**src/rtl/multicycle_ctrl_fsm_pkg.sv**
```systemverilog
// mc_ctrl_pkg: shared definitions for the multicycle MIPS control unit.
//   - state_t   : 4-bit FSM state encoding (S_FETCH is 0 so a zeroed debug
//                 bus during reset still reads as FETCH)
//   - OP_*      : instruction[31:26] opcodes recognised by the decoder
//   - FN_*      : instruction[5:0] funct codes for R-type ALU operations
//   - aluop_t   : main-decoder to ALU-decoder operation class
//   - ALU_*     : 3-bit ALUControl codes (zero-extended to ALUCTRL_W)
package mc_ctrl_pkg;

   typedef enum logic [3:0] {
      S_FETCH   = 4'd0,
      S_DECODE  = 4'd1,
      S_MEMADR  = 4'd2,
      S_MEMRD   = 4'd3,
      S_MEMWB   = 4'd4,
      S_MEMWR   = 4'd5,
      S_EXEC    = 4'd6,
      S_ALUWB   = 4'd7,
      S_BRANCH  = 4'd8,
      S_ADDIEX  = 4'd9,
      S_ADDIWB  = 4'd10,
      S_JUMP    = 4'd11,
      S_ILLEGAL = 4'd12
   } state_t;

   localparam logic [5:0] OP_RTYPE = 6'b000000;
   localparam logic [5:0] OP_LW    = 6'b100011;
   localparam logic [5:0] OP_SW    = 6'b101011;
   localparam logic [5:0] OP_BEQ   = 6'b000100;
   localparam logic [5:0] OP_BNE   = 6'b000101;
   localparam logic [5:0] OP_ADDI  = 6'b001000;
   localparam logic [5:0] OP_J     = 6'b000010;

   localparam logic [5:0] FN_ADD = 6'b100000;
   localparam logic [5:0] FN_SUB = 6'b100010;
   localparam logic [5:0] FN_AND = 6'b100100;
   localparam logic [5:0] FN_OR  = 6'b100101;
   localparam logic [5:0] FN_SLT = 6'b101010;

   typedef enum logic [1:0] {
      ALUOP_ADD   = 2'b00,
      ALUOP_SUB   = 2'b01,
      ALUOP_FUNCT = 2'b10,
      ALUOP_RSVD  = 2'b11
   } aluop_t;

   localparam logic [2:0] ALU_AND = 3'b000;
   localparam logic [2:0] ALU_OR  = 3'b001;
   localparam logic [2:0] ALU_ADD = 3'b010;
   localparam logic [2:0] ALU_SUB = 3'b110;
   localparam logic [2:0] ALU_SLT = 3'b111;

endpackage

```
**src/rtl/multicycle_ctrl_fsm_if.sv**
```systemverilog
// multicycle_ctrl_fsm_if: bundle between the control unit and the datapath.
//   Inputs to the controller : Opcode, Funct (from the instruction register),
//                              mem_ready (memory handshake)
//   Outputs of the controller: datapath mux selects, write enables,
//                              ALUControl, mem_req, illegal_op, mem_err,
//                              retired, dbg_state (current FSM state)
//   Modports: master = control unit, slave = datapath / memory side.
//
// Memory handshake: mem_req is the request (valid) and stays high for every
// cycle the FSM sits in FETCH, MEMRD or MEMWR. mem_ready is the completion
// (ready): an access completes on exactly the cycle where mem_req and
// mem_ready are both high, and the FSM leaves the memory state on that edge.
// mem_ready sampled while mem_req is low has no effect.
interface multicycle_ctrl_fsm_if #(
   parameter int ALUCTRL_W = 3,
   parameter int CNT_W     = 32
);
   import mc_ctrl_pkg::*;

   logic [5:0]           Opcode;
   logic [5:0]           Funct;
   logic                 mem_ready;

   logic                 MemtoReg;
   logic                 RegDst;
   logic                 IorD;
   logic [1:0]           PCSrc;
   logic [1:0]           ALUSrcB;
   logic                 ALUSrcA;
   logic                 IRWrite;
   logic                 MemWrite;
   logic                 PCWrite;
   logic                 Branch;
   logic                 BranchNe;
   logic                 RegWrite;
   logic [ALUCTRL_W-1:0] ALUControl;
   logic                 mem_req;
   logic                 illegal_op;
   logic                 mem_err;
   logic [CNT_W-1:0]     retired;
   state_t               dbg_state;

   modport master (
      input  Opcode, Funct, mem_ready,
      output MemtoReg, RegDst, IorD, PCSrc, ALUSrcB, ALUSrcA, IRWrite,
             MemWrite, PCWrite, Branch, BranchNe, RegWrite, ALUControl,
             mem_req, illegal_op, mem_err, retired, dbg_state
   );

   modport slave (
      output Opcode, Funct, mem_ready,
      input  MemtoReg, RegDst, IorD, PCSrc, ALUSrcB, ALUSrcA, IRWrite,
             MemWrite, PCWrite, Branch, BranchNe, RegWrite, ALUControl,
             mem_req, illegal_op, mem_err, retired, dbg_state
   );

endinterface

```
**src/rtl/multicycle_ctrl_fsm_alu_dec.sv**
```systemverilog
// mc_alu_dec: combinational ALU decoder.
//   aluop       in  operation class from the main decoder
//   funct       in  instruction[5:0], only consulted for ALUOP_FUNCT
//   alu_control out ALUCTRL_W-bit ALU code (3-bit code zero-extended)
module mc_alu_dec
   import mc_ctrl_pkg::*;
#(
   parameter int ALUCTRL_W = 3
) (
   input  aluop_t               aluop,
   input  logic [5:0]           funct,
   output logic [ALUCTRL_W-1:0] alu_control
);

   logic [2:0] code;

   always_comb begin
      code = ALU_ADD;
      case (aluop)
         ALUOP_SUB: code = ALU_SUB;
         ALUOP_FUNCT: begin
            case (funct)
               FN_ADD:  code = ALU_ADD;
               FN_SUB:  code = ALU_SUB;
               FN_AND:  code = ALU_AND;
               FN_OR:   code = ALU_OR;
               FN_SLT:  code = ALU_SLT;
               default: code = ALU_ADD;
            endcase
         end
         // ALUOP_ADD and the reserved ALUOP_RSVD both mean add
         default: code = ALU_ADD;
      endcase
   end

   assign alu_control = ALUCTRL_W'(code);

endmodule

```
**src/rtl/multicycle_ctrl_fsm.sv**
```systemverilog
// multicycle_ctrl_fsm: multicycle MIPS control unit (lw, sw, R-type, beq,
// bne, addi, j) with a memory wait/timeout handshake, illegal-opcode trap
// and a retired-instruction counter.
//   clk  in  rising-edge clock
//   rst  in  synchronous active-high reset; forces every output to 0
//   bus  master side of multicycle_ctrl_fsm_if (Opcode/Funct/mem_ready in,
//        datapath controls, status pulses, retired count, dbg_state out)
module multicycle_ctrl_fsm
   import mc_ctrl_pkg::*;
#(
   parameter int ALUCTRL_W   = 3,
   parameter int MEM_WAIT_EN = 1,
   parameter int TIMEOUT     = 15,
   parameter int CNT_W       = 32
) (
   input logic                  clk,
   input logic                  rst,
   multicycle_ctrl_fsm_if.master bus
);

   localparam int WAIT_W = $clog2(TIMEOUT + 1);

   state_t               state, next_state;
   logic [WAIT_W-1:0]    wait_cnt;
   logic [CNT_W-1:0]     retired_q;
   logic                 ready, timeout, hold, retire;

   logic                 memtoreg, regdst, iord, alusrca, irwrite, memwrite;
   logic                 pcwrite, branch, branchne, regwrite;
   logic                 mem_req, illegal_op, mem_err;
   logic [1:0]           pcsrc, alusrcb;
   aluop_t               aluop;
   logic [ALUCTRL_W-1:0] alu_control;

   assign ready   = (MEM_WAIT_EN != 0) ? bus.mem_ready : 1'b1;
   assign timeout = (wait_cnt == WAIT_W'(TIMEOUT));

   always_ff @(posedge clk) begin
      if (rst) begin
         state     <= S_FETCH;
         wait_cnt  <= '0;
         retired_q <= '0;
      end else begin
         state    <= next_state;
         // hold is only set while a memory state is waiting, so any state
         // change (including a timeout back into FETCH) clears the counter
         wait_cnt <= hold ? wait_cnt + WAIT_W'(1) : '0;
         if (retire) retired_q <= retired_q + CNT_W'(1);
      end
   end

   always_comb begin
      next_state = state;
      hold       = 1'b0;
      retire     = 1'b0;
      memtoreg   = 1'b0;
      regdst     = 1'b0;
      iord       = 1'b0;
      pcsrc      = 2'b00;
      alusrcb    = 2'b00;
      alusrca    = 1'b0;
      irwrite    = 1'b0;
      memwrite   = 1'b0;
      pcwrite    = 1'b0;
      branch     = 1'b0;
      branchne   = 1'b0;
      regwrite   = 1'b0;
      mem_req    = 1'b0;
      illegal_op = 1'b0;
      mem_err    = 1'b0;
      aluop      = ALUOP_ADD;

      case (state)
         S_FETCH: begin
            mem_req = 1'b1;
            alusrcb = 2'b01;
            irwrite = ready;
            pcwrite = ready;
            if (ready) begin
               next_state = S_DECODE;
            end else if (timeout) begin
               mem_err    = 1'b1;
               next_state = S_FETCH;
            end else begin
               hold = 1'b1;
            end
         end
         S_DECODE: begin
            alusrcb = 2'b11;
            case (bus.Opcode)
               OP_LW, OP_SW:   next_state = S_MEMADR;
               OP_RTYPE:       next_state = S_EXEC;
               OP_BEQ, OP_BNE: next_state = S_BRANCH;
               OP_ADDI:        next_state = S_ADDIEX;
               OP_J:           next_state = S_JUMP;
               default:        next_state = S_ILLEGAL;
            endcase
         end
         S_MEMADR: begin
            alusrca    = 1'b1;
            alusrcb    = 2'b10;
            next_state = (bus.Opcode == OP_LW) ? S_MEMRD : S_MEMWR;
         end
         S_MEMRD: begin
            mem_req = 1'b1;
            iord    = 1'b1;
            if (ready) begin
               next_state = S_MEMWB;
            end else if (timeout) begin
               mem_err    = 1'b1;
               next_state = S_FETCH;
            end else begin
               hold = 1'b1;
            end
         end
         S_MEMWB: begin
            memtoreg   = 1'b1;
            regwrite   = 1'b1;
            retire     = 1'b1;
            next_state = S_FETCH;
         end
         S_MEMWR: begin
            mem_req  = 1'b1;
            iord     = 1'b1;
            memwrite = 1'b1;
            if (ready) begin
               retire     = 1'b1;
               next_state = S_FETCH;
            end else if (timeout) begin
               mem_err    = 1'b1;
               next_state = S_FETCH;
            end else begin
               hold = 1'b1;
            end
         end
         S_EXEC: begin
            alusrca    = 1'b1;
            aluop      = ALUOP_FUNCT;
            next_state = S_ALUWB;
         end
         S_ALUWB: begin
            regdst     = 1'b1;
            regwrite   = 1'b1;
            retire     = 1'b1;
            next_state = S_FETCH;
         end
         S_BRANCH: begin
            alusrca    = 1'b1;
            aluop      = ALUOP_SUB;
            pcsrc      = 2'b01;
            branch     = (bus.Opcode == OP_BEQ);
            branchne   = (bus.Opcode == OP_BNE);
            retire     = 1'b1;
            next_state = S_FETCH;
         end
         S_ADDIEX: begin
            alusrca    = 1'b1;
            alusrcb    = 2'b10;
            next_state = S_ADDIWB;
         end
         S_ADDIWB: begin
            regwrite   = 1'b1;
            retire     = 1'b1;
            next_state = S_FETCH;
         end
         S_JUMP: begin
            pcsrc      = 2'b10;
            pcwrite    = 1'b1;
            retire     = 1'b1;
            next_state = S_FETCH;
         end
         S_ILLEGAL: begin
            illegal_op = 1'b1;
            next_state = S_FETCH;
         end
         default: next_state = S_FETCH;
      endcase
   end

   mc_alu_dec #(.ALUCTRL_W(ALUCTRL_W)) u_alu_dec (
      .aluop       (aluop),
      .funct       (bus.Funct),
      .alu_control (alu_control)
   );

   // While rst is high every output reads 0, including ALUControl (which
   // would otherwise show the add code) and the retired count.
   assign bus.MemtoReg   = memtoreg   & ~rst;
   assign bus.RegDst     = regdst     & ~rst;
   assign bus.IorD       = iord       & ~rst;
   assign bus.PCSrc      = rst ? 2'b00 : pcsrc;
   assign bus.ALUSrcB    = rst ? 2'b00 : alusrcb;
   assign bus.ALUSrcA    = alusrca    & ~rst;
   assign bus.IRWrite    = irwrite    & ~rst;
   assign bus.MemWrite   = memwrite   & ~rst;
   assign bus.PCWrite    = pcwrite    & ~rst;
   assign bus.Branch     = branch     & ~rst;
   assign bus.BranchNe   = branchne   & ~rst;
   assign bus.RegWrite   = regwrite   & ~rst;
   assign bus.ALUControl = rst ? '0 : alu_control;
   assign bus.mem_req    = mem_req    & ~rst;
   assign bus.illegal_op = illegal_op & ~rst;
   assign bus.mem_err    = mem_err    & ~rst;
   assign bus.retired    = rst ? '0 : retired_q;
   assign bus.dbg_state  = rst ? S_FETCH : state;

endmodule

```
**src/flat_wrapper.sv**
```systemverilog
// flat-port wrapper written by rule: the top's interface ports become plain ports
module multicycle_ctrl_fsm_flat import mc_ctrl_pkg::*;
#(
   parameter int ALUCTRL_W   = 3,
   parameter int MEM_WAIT_EN = 1,
   parameter int TIMEOUT     = 15,
   parameter int CNT_W       = 32
)
  (clk, rst, bus_Opcode, bus_Funct, bus_mem_ready, bus_MemtoReg, bus_RegDst, bus_IorD, bus_PCSrc, bus_ALUSrcB, bus_ALUSrcA, bus_IRWrite, bus_MemWrite, bus_PCWrite, bus_Branch, bus_BranchNe, bus_RegWrite, bus_ALUControl, bus_mem_req, bus_illegal_op, bus_mem_err, bus_retired, bus_dbg_state);
  multicycle_ctrl_fsm_if #(.ALUCTRL_W(ALUCTRL_W), .CNT_W(CNT_W)) bus_i ();
  input logic clk;
  input logic rst;
  input wire logic [$bits(bus_i.Opcode)-1:0] bus_Opcode;
  input wire logic [$bits(bus_i.Funct)-1:0] bus_Funct;
  input wire logic [$bits(bus_i.mem_ready)-1:0] bus_mem_ready;
  output wire logic [$bits(bus_i.MemtoReg)-1:0] bus_MemtoReg;
  output wire logic [$bits(bus_i.RegDst)-1:0] bus_RegDst;
  output wire logic [$bits(bus_i.IorD)-1:0] bus_IorD;
  output wire logic [$bits(bus_i.PCSrc)-1:0] bus_PCSrc;
  output wire logic [$bits(bus_i.ALUSrcB)-1:0] bus_ALUSrcB;
  output wire logic [$bits(bus_i.ALUSrcA)-1:0] bus_ALUSrcA;
  output wire logic [$bits(bus_i.IRWrite)-1:0] bus_IRWrite;
  output wire logic [$bits(bus_i.MemWrite)-1:0] bus_MemWrite;
  output wire logic [$bits(bus_i.PCWrite)-1:0] bus_PCWrite;
  output wire logic [$bits(bus_i.Branch)-1:0] bus_Branch;
  output wire logic [$bits(bus_i.BranchNe)-1:0] bus_BranchNe;
  output wire logic [$bits(bus_i.RegWrite)-1:0] bus_RegWrite;
  output wire logic [$bits(bus_i.ALUControl)-1:0] bus_ALUControl;
  output wire logic [$bits(bus_i.mem_req)-1:0] bus_mem_req;
  output wire logic [$bits(bus_i.illegal_op)-1:0] bus_illegal_op;
  output wire logic [$bits(bus_i.mem_err)-1:0] bus_mem_err;
  output wire logic [$bits(bus_i.retired)-1:0] bus_retired;
  output wire logic [$bits(bus_i.dbg_state)-1:0] bus_dbg_state;
  assign bus_i.Opcode = bus_Opcode;
  assign bus_i.Funct = bus_Funct;
  assign bus_i.mem_ready = bus_mem_ready;
  assign bus_MemtoReg = bus_i.MemtoReg;
  assign bus_RegDst = bus_i.RegDst;
  assign bus_IorD = bus_i.IorD;
  assign bus_PCSrc = bus_i.PCSrc;
  assign bus_ALUSrcB = bus_i.ALUSrcB;
  assign bus_ALUSrcA = bus_i.ALUSrcA;
  assign bus_IRWrite = bus_i.IRWrite;
  assign bus_MemWrite = bus_i.MemWrite;
  assign bus_PCWrite = bus_i.PCWrite;
  assign bus_Branch = bus_i.Branch;
  assign bus_BranchNe = bus_i.BranchNe;
  assign bus_RegWrite = bus_i.RegWrite;
  assign bus_ALUControl = bus_i.ALUControl;
  assign bus_mem_req = bus_i.mem_req;
  assign bus_illegal_op = bus_i.illegal_op;
  assign bus_mem_err = bus_i.mem_err;
  assign bus_retired = bus_i.retired;
  assign bus_dbg_state = bus_i.dbg_state;
  multicycle_ctrl_fsm #(.ALUCTRL_W(ALUCTRL_W), .MEM_WAIT_EN(MEM_WAIT_EN), .TIMEOUT(TIMEOUT), .CNT_W(CNT_W)) u_core (.clk(clk), .rst(rst), .bus(bus_i));
endmodule
```
**config.mk**
```make
export PLATFORM = sky130hd
export DESIGN_NAME = multicycle_ctrl_fsm_flat
export DESIGN_NICKNAME = d
export VERILOG_FILES = /design/src/rtl/multicycle_ctrl_fsm_pkg.sv /design/src/rtl/multicycle_ctrl_fsm_if.sv /design/src/rtl/multicycle_ctrl_fsm_alu_dec.sv /design/src/rtl/multicycle_ctrl_fsm.sv /design/src/flat_wrapper.sv
export SDC_FILE = /design/constraint.sdc
export NUM_CORES = 1
export LEC_CHECK = 0
export CORE_ASPECT_RATIO = 1.25
export CORE_MARGIN = 2
export CORE_UTILIZATION = 45
export CTS_CLUSTER_SIZE = 16
export DETAILED_ROUTE_END_ITERATION = 16
export HOLD_SLACK_MARGIN = 0.02
export PLACE_DENSITY = 0.76
export SLEW_MARGIN = 20
export SYNTH_ARGS = -nofsm -noshare
export SYNTH_HDL_FRONTEND = slang
export SYNTH_SLANG_ARGS = --single-unit
```
**constraint.sdc**
```tcl
create_clock -name clk -period 7.2 [get_ports clk]
set_input_delay 1.08 -clock clk [delete_from_list [all_inputs] [get_ports clk]]
set_output_delay 1.08 -clock clk [all_outputs]
set_load 0.02 [all_outputs]
```
==> results of run 1 <==
cell usage after synthesis (3+ instances only):
cell / n / area [µm²]
nor3_1: 11 / 55.1
mux2_2: 8 / 90.1
and4_1: 3 / 26.3
a31oi_1: 4 / 25.0
or2_2: 3 / 18.8
inv_1: 7 / 26.3
xnor2_1: 11 / 96.3
nand4_1: 5 / 31.3
o21ai_0: 13 / 65.1
ha_1: 4 / 50.1
nor4_1: 12 / 75.1
nand2b_1: 4 / 25.0
nor2_1: 40 / 150
or4_1: 11 / 82.6
and3_1: 6 / 37.5
dfxtp_1: 40 / 801
nor3b_1: 5 / 37.5
nor2b_1: 39 / 244
xor2_1: 7 / 61.3
buf_2: 3 / 15.0
a211oi_1: 3 / 22.5
nand2_1: 24 / 90.1
o31ai_1: 4 / 30.0
a21oi_1: 9 / 45.0
clkbuf_1: 17 / 63.8
nand3_1: 21 / 105
or3_1: 6 / 37.5
critical path: stages:
cell and delay [ns]:
clkdlybuf4s50_1 0.48, nor2_1 0.15, nand2_1 0.08, or4_1 0.43
nor3b_1 0.19, clkdlybuf4s50_1 0.63
cells in the final DEF, fill, tap and decap left out, drive strengths merged, types with 2 or more instances in the layout:
cell and n:
nor2 40, or4 11, nor4b 2, nor3 11, a22oi 2, a211oi 3, xnor2 11, nor4 12
o21a 2, nand2 24, dfxtp 40, a31oi 4, o31ai 4, and3 6, nor2b 39, o21ai 13
ha 4, a21oi 9, buf 3, or3 6, and4 3, nand3 21, mux2 8, or2 3
inv 7, nand4 6, nand2b 4, xor2 7, clkdlybuf4s50 69, clkbuf 6, nor3b 5
final cells by class:
type	instances	area [µm²]	area share, %
clock buffer	6	72.6	2.14
clock inverter	2	35.0	1.03
inverter	7	26.3	0.776
multi-input combinational	271	1660	49.1
sequential	40	801	23.6
tap	64	80.1	2.36
timing repair buffer	72	711	21.0
power breakdown:
part           total [mW]  switching (mW)  internal [mW]  leakage (nW)
Combinational      0.0754          0.0421         0.0333         0.795
Clock               0.182          0.0791          0.103        0.0552
Sequential          0.233         0.00884          0.224         0.323
Total               0.491           0.130          0.361          1.17
sequential cells by signal, indices dropped and copies added, names as in the netlist:
name	flops
u_core.retired_q	32
u_core.state	4
u_core.wait_cnt	4
routing by layer:
metal  part of all wire [%]  vias up
met4                    1.5        0
met5                      0        -
met2                     49       62
met3                    5.7        9
li1                       -     1329
met1                     44     1205
kinds of logic after synthesis:
| logic type | count (synthesis) |
|---|---|
| AO/OA/AOI/OAI | 46 |
| multiplexers | 8 |
| buffers and inverters | 30 |
| XOR/XNOR | 18 |
| adder cells (fa/ha/maj) | 4 |
| AND/OR/NAND/NOR | 195 |
| flip-flops | 40 |
path summary, 6_finish.rpt:
path	slack [ns]	cells after the start	end
min	0.44	1	u_core.wait_cnt[0]$_SDFF_PP0_
max reg2reg	4.35	5	u_core.retired_q[28]$_SDFFE_PP0P_
min reg2reg	0.44	1	u_core.wait_cnt[0]$_SDFF_PP0_
max	3.08	6	bus_BranchNe
metrics by stage:
stage	cells	instance area, µm²	hold slack (ns)	util, %
after floorplan	341	2580	0.418	-
after global placement	454	3280	0.433	59.8
after detailed placement	454	3280	0.439	59.8
after CTS	462	3390	0.453	61.8
after global routing	462	3390	0.470	61.8
final	462	3390	0.444	61.8
==> run summary, run 1 <==
first-pass GRT wire length -> 10.4 mm
clk slew on worst S/H paths -> 0.07 ns
setup TNS -> 0 ns
number of cell rows -> 30
Post-synth EDFFs -> 0
YS warnings -> 0
nets -> 416
total power -> 491 µW
M3 GR Usage -> 5.24%
CP arrival -> 3.04 ns
Routed wire per std cell -> 13.4 µm
mux share of post-synthesis cell area -> 3.49%
largest net degree at the start of global routing -> 72
leak pwr -> 1.17 nW
Post-CTS Setup Bufs -> 0
Root Buffer -> clkbuf_8
I/O pins -> 71
syn avg cell area -> 7.57 µm²
Unique masters post-synth -> 44
Worst Skew -> 0.00640 ns
Setup Crit Path Kind -> input port to output pin
Most Crowded Layer GR -> met2
Inserted Diodes -> 0
Fillers -> 519
die area -> 6360 µm²
startpoint class of the critical path -> input port
gr usage total -> 20.2%
post-synthesis compound-gate area fraction -> 11.6%
first drt pass iteration count -> 4
asr flop ratio synth -> 0%
worst slew pin tran -> 0.690 ns
PD cells -> 145 nW/µm²
Syn Inst Count -> 341
headroom to the max-slew limit -> 53.9%
crit path launch -> bus_Opcode[3]
WP data required -> 6.12 ns
initial antenna violation count -> 0
dominant synthesized flop cell -> dfxtp_1
mapped cell area -> 2580 µm²
outcome -> finished, final reports clean
Max Freq -> 0.243 GHz
fin worst setup slack -> 3.08 ns
final hold violation count -> 0
# port buffers -> 70
met1 global-route usage -> 23.7%
Peak VDD IR -> 82.6 µV
layout cell share with drive strength beyond 1 -> 5.78%
Max-Cap Viols -> 0
GR met2 Demand/Resource -> 35.6%
CTS tree -> yes
DR vias/cell -> 5.64
TritonCTS Buffers -> 5
initial core utilization -> 47.1%
initial DRC count -> 180
adder-cell area share of the yosys netlist -> 1.94%
GRT Residual Overflow -> 0
via count -> 2605
Placer Congestion -> 0.899
#FFs+latches synth -> 40
xor/xnor cell area share of the yosys netlist -> 6.11%
vias in the first global route -> 2346
WL final -> 6.18 mm
CORE AREA -> 5480 µm²
worst min path class -> register to register
Tcrit/Tclk final -> 57.2%
fraction of the yosys area taken by sequential cells -> 31.0%
Die H -> 88.7 µm
H-tree levels -> 2
largest family of logic cells by synthesized area -> simple AND/OR/NAND/NOR gates
Worst setup EP type -> output pin
Synth Area in Simple Gates -> 41.2%
Slew Viols, Final -> 0
dpl ws -> 3.06 ns
CP max FO -> 5
# resized after CTS -> 0
area grow syn2layout -> 31.3%
chip width -> 71.7 µm
detailed-placement wirelength estimate -> 4.57 mm
# setup viols final -> 0
RSZ-0062 raised after global routing -> false
antenna viol nets, final -> 0
clk_lat worst skew -> 0.30 ns
CTS Buffer Depth -> 2
Reg-to-Reg Start -> u_core.state[1]$_SDFF_PP0_
drt drc -> 0
Hold Path Origin -> u_core.wait_cnt[0]$_SDFF_PP0_
crit path time final -> 4.12 ns
hold buffers post-CTS -> 0
syn_nets -> 360
CTS sink cnt -> 40
(Power assumes the default switching activity.)
==> run 2: changes to the inputs <==
clock period = 4.02 ns   (was 7.2 ns; I/O delays follow)
==> run 2 against run 1 <==
  * Sequential power grew 77%
  * Clock skew is 0.00086 ns lower
  * Clock-buffer cell count down 1
  * Via count rose by 0.50%
  * Global-route usage is 0.94 points higher
  * Flip-flop and latch count unchanged
  * Clock power is 150% higher
  * Sequential share of layout area decreased by 0.50 points
  * Design area rose by 2.2%
  * Worst hold slack improved by 0.012 ns
  * Critical endpoint is now bus_ALUControl[0]
  * Largest cell class unchanged
==> run summary, run 2 (same netlist as run 1, synthesis figures left out) <==
initial antenna violation count -> 0 (unchanged)
# port buffers -> 70 (unchanged)
CP max FO -> 17 (+12)
reg2reg path depth -> 5 (unchanged)
CORE AREA -> 5480 µm² (unchanged)
first drt pass iteration count -> 4 (unchanged)
clk_lat worst skew -> 0.28 ns (-0.02 ns)
Max-Cap Viols -> 0 (unchanged)
gr usage total -> 21.2% (+0.94 points)
nets -> 419 (+0.72%)
GRT Residual Overflow -> 0 (unchanged)
initial DRC count -> 136 (-24%)
CTS Buffer Depth -> 2 (unchanged)
# resized after CTS -> 0 (unchanged)
Inserted Diodes -> 0 (unchanged)
initial core utilization -> 47.1% (unchanged)
Setup Crit Path Kind -> register to output pin
WHS Endpoint -> u_core.wait_cnt[0]$_SDFF_PP0_
Placer Congestion -> 0.860 (-4.3%)
CTS sink cnt -> 40 (unchanged)
area grow syn2layout -> 34.1%
FF+latch area -> 801 µm² (unchanged)
chip width -> 71.7 µm (unchanged)
drt drc -> 0 (unchanged)
# setup viols final -> 0 (unchanged)
detailed-placement wirelength estimate -> 4.71 mm (+3.1%)
biggest registers after layout -> u_core.retired_q x32, u_core.state x4, u_core.wait_cnt x4
outcome -> finished, final reports clean
vias in the first global route -> 2540 (+8.3%)
startpoint class of the critical path -> register
DR vias/cell -> 5.63 (-0.15%)
Reg2Reg Setup Slack -> 1.17 ns (-3.18 ns)
H-tree levels -> 2 (unchanged)
Worst setup EP type -> output pin
CP arrival -> 2.76 ns (-0.28 ns)
die area -> 6360 µm² (unchanged)
worst slew pin tran -> 0.560 ns (-0.131 ns)
first-pass GRT wire length -> 11.0 mm (+4.9%)
commonest non-fill, non-tap cell in the layout -> clkdlybuf4s50_1
leak pwr -> 1.21 nW (+3.3%)
PD cells -> 291 nW/µm² (+100%)
antenna viol nets, final -> 0 (unchanged)
crit path time final -> 3.37 ns
Routed wire per std cell -> 13.6 µm (+1.9%)
max reg flops -> 32 (unchanged)
layout cell share with drive strength beyond 1 -> 6.73% (+0.95 points)
Post-CTS Setup Bufs -> 0 (unchanged)
worst min path class -> register to register
Max Freq -> 0.297 GHz
WP data required -> 3.42 ns (-2.70 ns)
via count -> 2618 (+0.50%)
Hold Path Depth -> 1 (unchanged)
setup TNS -> 0 ns (unchanged)
largest reg by FF count -> u_core.retired_q
number of cell rows -> 30 (unchanged)
Multi-input gate area -> 1660 µm² (unchanged)
largest net degree at the start of global routing -> 41 (-43%)
Die H -> 88.7 µm (unchanged)
crit path launch -> u_core.state[1]$_SDFF_PP0_
WL final -> 6.34 mm (+2.6%)
Peak VDD IR -> 163 µV (+97%)
RSZ-0062 raised after global routing -> false
TritonCTS Buffers -> 5 (unchanged)
headroom to the max-slew limit -> 62.6% (+8.7 points)
I/O pins -> 71 (unchanged)
Reg-to-Reg Start -> u_core.state[1]$_SDFF_PP0_
Slew Viols, Final -> 0 (unchanged)
Worst R2R End -> u_core.retired_q[28]$_SDFFE_PP0P_
total power -> 1.01 mW (+100%)
hold buffers post-CTS -> 0 (unchanged)
Fillers -> 503 (-3.1%)
most frequent cells in the layout -> clkdlybuf4s50_1 (69), nor2_1 (40), dfxtp_1 (40)
final hold violation count -> 0 (unchanged)
clk slew on worst S/H paths -> 0.08 ns (about the same)
Tcrit/Tclk final -> 83.7%
Hold Path Origin -> u_core.wait_cnt[0]$_SDFF_PP0_
Root Buffer -> clkbuf_8
CTS tree -> yes
Worst Skew -> 0.00554 ns (-0.000860 ns)
[run 2: routing by layer]
metal	GRT usage (%)	vias up	part of all wire, %
met2	38.0	78	49
li1	-	1332	-
met3	5.58	8	5.6
met1	24.3	1200	44
met4	7.03	0	1.2
met5	0	-	0
[run 2: critical path, stage by stage (launching register included)]
cell	delay, ns
dfxtp_1	0.68
nand2b_1	0.21
or2_2	0.33
ha_1	0.33
nor4_1	0.28
clkdlybuf4s50_1	0.66
[run 2: worst max path at each step]
| stage | depth (start not counted) | to | slack [ns] |
|---|---|---|---|
| CTS | 5 | bus_ALUControl[0] | 0.66 |
| floorplan | 5 | bus_ALUControl[0] | 1.36 |
| finish | 5 | bus_ALUControl[0] | 0.65 |
| global route | 5 | bus_ALUControl[0] | 0.45 |
| detailed placement | 6 | bus_BranchNe | 0.80 |
| global placement | 6 | bus_BranchNe | 0.87 |
[run 2: area by class of cell]
| class | instances | share of cell area [%] |
|---|---|---|
| Multi-Input combinational cell | 271 | 48.0 |
| Inverter | 7 | 0.759 |
| Tap cell | 64 | 2.31 |
| Sequential cell | 40 | 23.1 |
| Clock buffer | 5 | 1.99 |
| Clock inverter | 3 | 2.60 |
| Timing Repair Buffer | 75 | 21.2 |
[run 2: power by group]
group	switching, mW	internal, mW
registers	0.0105	0.402
logic	0.0820	0.0620
clock network	0.138	0.311
[run 2: stage by stage]
stage / setup WS (ns) / hold WS (ns) / area, µm² / util, % / instances
2_1_floorplan: 1.36 / 0.418 / 2580 / - / 341
3_3_place_gp: 0.866 / 0.434 / 3300 / 60.3 / 457
3_5_place_dp: 0.801 / 0.445 / 3300 / 60.3 / 457
4_1_cts: 0.655 / 0.458 / 3460 / 63.2 / 465
5_1_grt: 0.451 / 0.482 / 3460 / 63.2 / 465
6_report: 0.654 / 0.456 / 3460 / 63.2 / 465
